## src/rtl/vend_display_formatter.sv

```systemverilog
// Binary cents amount to four display digit codes plus decimal point.
// Conversion is an iterative shift-add-3 (double-dabble), one bit per cycle;
// digit outputs are registered only at COMMIT so the display never shows partial results.
// Optional feature macro: VEND_DISP_OVF_DASH_EN (money-mode overflow shows a dash on the
// leftmost digit instead of 9).
module vend_display_formatter #(
  parameter int unsigned AMOUNT_W  = 14,
  parameter int unsigned MONEY_MAX = 9999,
  parameter int unsigned COIN_MAX  = 999
) (
  input  logic                clk,
  input  logic                rst_n,
  input  logic                load,
  input  logic [AMOUNT_W-1:0] amountCents,
  input  logic                showCoin,
  input  logic [1:0]          coinCode,
  output logic                busy,
  output logic                done,
  output logic                overflow,
  output logic [3:0]          DispVal1,
  output logic [3:0]          DispVal2,
  output logic [3:0]          DispVal3,
  output logic [4:0]          DispVal4,
  output logic                dPoint
);

  localparam int unsigned CntW = $clog2(AMOUNT_W + 1);
  localparam logic [AMOUNT_W-1:0] MoneyMax = AMOUNT_W'(MONEY_MAX);
  localparam logic [AMOUNT_W-1:0] CoinMax  = AMOUNT_W'(COIN_MAX);

  typedef enum logic [1:0] {StIdle, StShift, StCommit} state_e;

  state_e              state_q, state_d;
  logic [AMOUNT_W-1:0] bin_q, bin_d;
  logic [15:0]         bcd_q, bcd_d;
  logic [CntW-1:0]     cnt_q, cnt_d;
  logic                coin_q, coin_d;
  logic [1:0]          code_q, code_d;
  logic                ovf_pend_q, ovf_pend_d;
  logic [3:0]          d1_q, d1_d, d2_q, d2_d, d3_q, d3_d;
  logic [4:0]          d4_q, d4_d;
  logic                ovf_q, ovf_d;
  logic                done_q, done_d;

  logic [AMOUNT_W-1:0] amt_sat;
  logic                amt_ovf;
  logic [15:0]         bcd_adj;

  // Clamp the incoming amount to the limit of the selected mode.
  always_comb begin
    amt_sat = amountCents;
    amt_ovf = 1'b0;
    if (showCoin) begin
      if (amountCents > CoinMax) begin
        amt_sat = CoinMax;
        amt_ovf = 1'b1;
      end
    end else if (amountCents > MoneyMax) begin
      amt_sat = MoneyMax;
      amt_ovf = 1'b1;
    end
  end

  // Add-3 correction of every BCD nibble that would exceed 9 after doubling.
  always_comb begin
    bcd_adj = bcd_q;
    for (int i = 0; i < 4; i++) begin
      if (bcd_q[4*i +: 4] >= 4'd5) bcd_adj[4*i +: 4] = bcd_q[4*i +: 4] + 4'd3;
    end
  end

  // Next-state logic for the conversion FSM and the committed display registers.
  always_comb begin
    state_d    = state_q;
    bin_d      = bin_q;
    bcd_d      = bcd_q;
    cnt_d      = cnt_q;
    coin_d     = coin_q;
    code_d     = code_q;
    ovf_pend_d = ovf_pend_q;
    d1_d       = d1_q;
    d2_d       = d2_q;
    d3_d       = d3_q;
    d4_d       = d4_q;
    ovf_d      = ovf_q;
    done_d     = 1'b0;
    unique case (state_q)
      StIdle: begin
        if (load) begin
          bin_d      = amt_sat;
          bcd_d      = '0;
          cnt_d      = CntW'(AMOUNT_W);
          coin_d     = showCoin;
          code_d     = coinCode;
          ovf_pend_d = amt_ovf;
          state_d    = StShift;
        end
      end
      StShift: begin
        {bcd_d, bin_d} = {bcd_adj, bin_q} << 1;
        cnt_d          = cnt_q - CntW'(1);
        if (cnt_q == CntW'(1)) state_d = StCommit;
      end
      StCommit: begin
        d1_d = bcd_q[3:0];
        d2_d = bcd_q[7:4];
        d3_d = bcd_q[11:8];
        // Saturation keeps the thousands digit at 0 in coin mode, so it is free for the letter.
        if (coin_q) d4_d = 5'h10 + {3'b000, code_q};
        else        d4_d = {1'b0, bcd_q[15:12]};
`ifdef VEND_DISP_OVF_DASH_EN
        if (!coin_q && ovf_pend_q) begin
          d4_d = 5'h1F;
          d3_d = 4'd9;
          d2_d = 4'd9;
          d1_d = 4'd9;
        end
`endif
        ovf_d   = ovf_pend_q;
        done_d  = 1'b1;
        state_d = StIdle;
      end
      default: state_d = StIdle;
    endcase
  end

  // State and output registers; reset drops any conversion in flight.
  always_ff @(posedge clk or negedge rst_n) begin
    if (!rst_n) begin
      state_q    <= StIdle;
      bin_q      <= '0;
      bcd_q      <= '0;
      cnt_q      <= '0;
      coin_q     <= 1'b0;
      code_q     <= 2'd0;
      ovf_pend_q <= 1'b0;
      d1_q       <= 4'd0;
      d2_q       <= 4'd0;
      d3_q       <= 4'd0;
      d4_q       <= 5'd0;
      ovf_q      <= 1'b0;
      done_q     <= 1'b0;
    end else begin
      state_q    <= state_d;
      bin_q      <= bin_d;
      bcd_q      <= bcd_d;
      cnt_q      <= cnt_d;
      coin_q     <= coin_d;
      code_q     <= code_d;
      ovf_pend_q <= ovf_pend_d;
      d1_q       <= d1_d;
      d2_q       <= d2_d;
      d3_q       <= d3_d;
      d4_q       <= d4_d;
      ovf_q      <= ovf_d;
      done_q     <= done_d;
    end
  end

  assign busy     = (state_q != StIdle);
  assign done     = done_q;
  assign overflow = ovf_q;
  assign DispVal1 = d1_q;
  assign DispVal2 = d2_q;
  assign DispVal3 = d3_q;
  assign DispVal4 = d4_q;
  // The decimal point sits after the dollar units digit in both modes.
  assign dPoint   = 1'b1;

endmodule

```

## config.mk

```make
export PLATFORM = sky130hd
export DESIGN_NAME = vend_display_formatter
export DESIGN_NICKNAME = d
export VERILOG_FILES = /design/src/rtl/vend_display_formatter.sv
export SDC_FILE = /design/constraint.sdc
export NUM_CORES = 1
export LEC_CHECK = 0
export BUFFER_PORTS_ARGS = -buffer_cell sky130_fd_sc_hd__buf_4
export CORE_AREA = 4 4 79 81
export DETAILED_ROUTE_END_ITERATION = 12
export DIE_AREA = 0 0 83 85
export GPL_ROUTABILITY_DRIVEN = 0
export PLACE_DENSITY = 0.73
export SLEW_MARGIN = 10
export SYNTH_ARGS = -nofsm -noshare
export SYNTH_HDL_FRONTEND = slang
export SYNTH_SLANG_ARGS = --single-unit
```

## constraint.sdc

```tcl
create_clock -name clk -period 1.6 [get_ports clk]
set_clock_uncertainty 0.15 [all_clocks]
set_input_delay 0.08 -clock clk [delete_from_list [all_inputs] [get_ports clk]]
set_output_delay 0.08 -clock clk [all_outputs]
set_load 0.02 [all_outputs]
```

Word-level counts from Yosys, hierarchy flattened

Index checks and enable logic that the tools add are counted.
W data, S select, Z words.

Reductions and logical operators: 6
Bitwise operators: 0
Multiplexer cells: 21
Shift-type cells: 0
Equal/unequal tests: 5
Add/sub/neg operators: 6
Multiply operators: 0
$lt $le $gt $ge: 6
Div/mod/pow operators: 0

Operators by type and width:

| cell                   | number |
|---|---|
| $mux W14               | 4 |
| $pmux W16 S2           | 1 |
| $pmux W14 S2           | 1 |
| $ge A4 B3 Y1 const B   | 4 |
| $mux W16               | 1 |
| $mux W4                | 4 |
| $gt A14 B10 Y1 const B | 1 |
| $gt A14 B14 Y1 const B | 1 |
| $add A4 B2 Y4 const B  | 3 |
| $pmux W4 S2            | 1 |
| $reduce_and A2 Y1      | 3 |
| $add A5 B2 Y5 const A  | 1 |
| $mux W5                | 1 |
| $eq A4 B1 Y1 const B   | 1 |
| $mux W1                | 4 |
| $mux W2                | 2 |
| $ne A2 B2 Y1 const B   | 2 |
| $pmux W2 S2            | 1 |
| $reduce_bool A2 Y1     | 2 |
| $sub A4 B1 Y4 const B  | 1 |
| $add A3 B2 Y3 const B  | 1 |
| $mux W3                | 1 |
| $eq A2 B1 Y1 const B   | 1 |
| $eq A2 B2 Y1 const B   | 1 |
| $logic_not A2 Y1       | 1 |

Memory bits (read-only): 0
Output and inout port bits: 21
Bits of input ports: 20
RAM bits: 0
Latch bits: 0
Memories: 0
Register bits: 59

Longest topological paths before layout

Depth in word-level cells: 5
Mapped depth: 6
Mapped depth without buffers: 6

Worst setup path after synthesis

Ideal clock, no wire load.

Path kind: register to register
Start point: reg bcd_q[8]
End point: reg bcd_q[10]
Stages on the path, launching flop included: 7
Setup slack: -66 ps
Path buffers: 0
Period minus slack after synthesis: 1666 ps
Arrival: 1433 ps
Setup time: 83 ps
Required time: 1367 ps
Path through: dfrtp_1 -> inv_1 -> ha_1 -> nand2b_1 -> a21oi_1 -> mux2_2 -> o21ai_0

Word-level cells in the longest chain between the ends: 3
Elaborated cells between the ends (all ways): 4
Classes of those cells: add/sub (1); order compare (1); mux (2)

Ends and longest elaborated chain:

| item                                          | RTL line | text |
|---|---|---|
| from (decl)                                   | 35       | `logic [15:0] bcd_q, bcd_d;` |
| from (signal assigned)                        | 132      | `bcd_q <= '0;` |
| from (signal assigned)                        | 146      | `bcd_q <= bcd_d;` |
| $add A4 B2 Y4 or $ge A4 B3 Y1 (tied branches) | 68       | `if (bcd_q[4*i +: 4] >= 4'd5) bcd_adj[4*i +: 4] = bcd_q[4*i +: 4] + 4'd3;` |
| $mux W4 *                                     | 68       |  |
| $pmux W16 S2 *                                | 87       | `unique case (state_q)` |

Every way passes the cells marked *; elsewhere a longest branch is shown, timed or not.
A chain may end at the register's enable or synchronous reset.

Worst setup path after layout

Start point: reg bcd_q[12]
End point: reg bcd_q[14]

Word-level cells in the longest chain between the ends: 3
Elaborated cells between the ends (all ways): 4
Classes of those cells: add/sub (1); order compare (1); mux (2)

Ends and longest elaborated chain:

| item                                          | RTL line |
|---|---|
| $ge A4 B3 Y1 or $add A3 B2 Y3 (tied branches) | 68 |
| $mux W3 *                                     | 68 |
| $pmux W16 S2 *                                | 87 |

Marked as above.

==> metrics <==
Max Cap Viol=0; DR WL/cell=15.7 um; highest fanout seen on the critical path=3; ys async rst share=1.00; status=completed; CTS clock-pin slew for the worst setup and hold paths=60 ps; DRC=0; chip height=85 um; Area growth syn-to-layout=36.8%; Max Fclk=642 MHz; most instantiated cells after synthesis=dfrtp_1 (59), nand2_1 (27), o21ai_0 (26); layer with the highest usage=met2; grt total ovfl=0; Hold Vio Cnt, Final=0; worst min-delay path class=input port to flop; ant diodes=0; flops & latches, synth=59; Synthesized Nets=287; Yosys Warn Count=0; Synth Cell Area=0.00272 mm2; critical path type=flop to flop; CTS root buf=clkbuf_8; required time at the worst-slack endpoint=1720 ps; drt total wl=6540 um; power per cell area=1890 mW/mm2; CTS Buffer Depth=2; DRT iter0 DRCs=121; CP Launch Type=flop; Post-Synthesis Cells=257; first-pass detailed-route iteration total=4; met1 Resource Use GR=0.217; top-area cell type share of the netlist area=0.542; post-layout minimum cycle time=1560 ps; Post-synth EDFFs=0; CTS tree=yes; Rows=27; Final Max Tran Viols=0; final critical-path share of the clock period=0.974; clock buffer count from CTS=9; # IOs=41; most common cell in the synthesized netlist=dfrtp_1; number of global-route vias before repair=2377; ys flop type=dfrtp_1; Starting Density=0.498; ratio of cells with drive above 1 in the final layout=0.314; VDD IR-drop max=0.000779 V; Power, Total=7.04 mW; initial antenna violation count=0; Fin Hold WS=14.7 ps; register area share after synthesis=0.542; Reg2Reg Setup Slack=40 ps; Setup Viol. Count Final=0; Detail Route Antenna Nets=0; largest net degree at the start of global routing=34; clk_lat worst skew=340 ps; clock sinks=59; synth unique cells=37; arrival time worst endpoint=1680 ps; FILL cells=420; Die X=83 um; syn_area_per_cell=10.6 um2; detailed placement HPWL=4260 um; M3 GR Usage=0.0485; # port buffers=39; met2 Use GR=0.344; area leader, netlist=dfrtp_1; Critical Path End Type=flop; Nets=369; Static Leak=1.76 nW; H-tree depth=3; Core Region=0.00547 mm2; first-pass GRT wire length=10800 um; all-layer global routing usage=0.194; Vias/cell=5.48; die footprint=0.00706 mm2; vias=2280; Area contributors post-synth=dfrtp_1 (54%), o21ai_0 (4.8%), ha_1 (4.6%), a22oi_1 (3.9%), mux2_2 (3.7%)
-- worst max-delay path: stages (launching register included) --
cell	delay, ps
dfrtp_1	420
inv_2	110
ha_4	170
nand2b_4	60
a21oi_4	160
mux2i_1	250
a22o_1	160
-- cell usage in the layout (no fill, tap or decap), drive strengths merged, types with 2 or more instances in the layout --
master	n
buf	65
dfrtp	59
o21ai	34
nand2	27
dlygate4sd3	18
a22oi	14
clkbuf	13
inv	13
ha	10
mux2	9
nor2	8
nand2b	8
a21oi	7
o22ai	6
mux2i	5
a31oi	5
nor3	5
o31ai	4
a32o	4
xnor2	4
or2	3
a22o	3
clkinv	3
nand4	2
xor2	2
o32ai	2
nor4	2
-- state kept, by name, summed over array words and instances, names as in the netlist --
register and count:
bcd_q 16, bin_q 14, DispVal4 5, DispVal1 4, DispVal2 4, DispVal3 4
cnt_q 4, code_q 2, state_q 2, coin_q 1, done 1, overflow 1
ovf_pend_q 1
-- worst paths after layout --
check	start	endpoint	cells past startpoint
setup / recovery	bcd_q[12]	bcd_q[14]	6
hold / removal	load	state_q[0]	3
setup reg to reg	bcd_q[12]	bcd_q[14]	6
hold reg to reg	cnt_q[3]	cnt_q[3]	1
max in group asynchronous	rst_n	bcd_q[14]	3
min in group asynchronous	rst_n	DispVal1[2]	2
-- metrics by stage --
stage	setup TNS [ps]	worst slack (ps)	utilization	cells	cell area, um2
3_5_place_dp	-43.2	-16.0	0.595	377	3250
2_1_floorplan	0	6.35	-	257	2730
6_report	0	41.4	0.681	416	3730
4_1_cts	0	7.01	0.658	411	3600
5_1_grt	-32.8	-15.0	0.681	416	3730
3_3_place_gp	0	45.1	0.595	377	3250
-- routing by layer --
metal / up-vias / wire (um)
li1: 1101 / -
met2: 76 / 3410
met3: 16 / 364
met5: - / 0
met1: 1087 / 2610
met4: 0 / 161
-- cells by family after synthesis --
kind of cell,count (synthesis),share of synthesized area
multiplexers,14,0.0556
buffers and inverters,26,0.0395
AND/OR/NAND/NOR,59,0.102
flip-flops,59,0.542
other,1,0.00138
XOR/XNOR,6,0.0193
adder cells (fa/ha/maj),10,0.0459
AO/OA/AOI/OAI,82,0.195
-- area by class of cell --
class                           count  area (um2)  area share
Clock inverter                      3        15.0     0.00403
Timing Repair Buffer               83         706       0.189
Sequential cell                    59        1480       0.396
Inverter                           13        48.8      0.0131
Clock buffer                       13         139      0.0373
Tap cell                           72        90.1      0.0242
Multi-Input combinational cell    173        1250       0.336
-- power breakdown --
group / internal (mW) / switching [mW]
sequential: 2.10 / 0.462
combinational: 1.67 / 1.71
clock: 0.555 / 0.541
total: 4.33 / 2.71
-- timing repair --
item,4_1_cts,5_1_grt
pin swaps,2,7
endpoints found under the setup margin,4,12
gates resized for setup,6,20
hold endpoints to repair,76,0
buffers inserted,0,4
cloned,0,1
hold buffers,18,0
(Power assumes the default switching activity.)
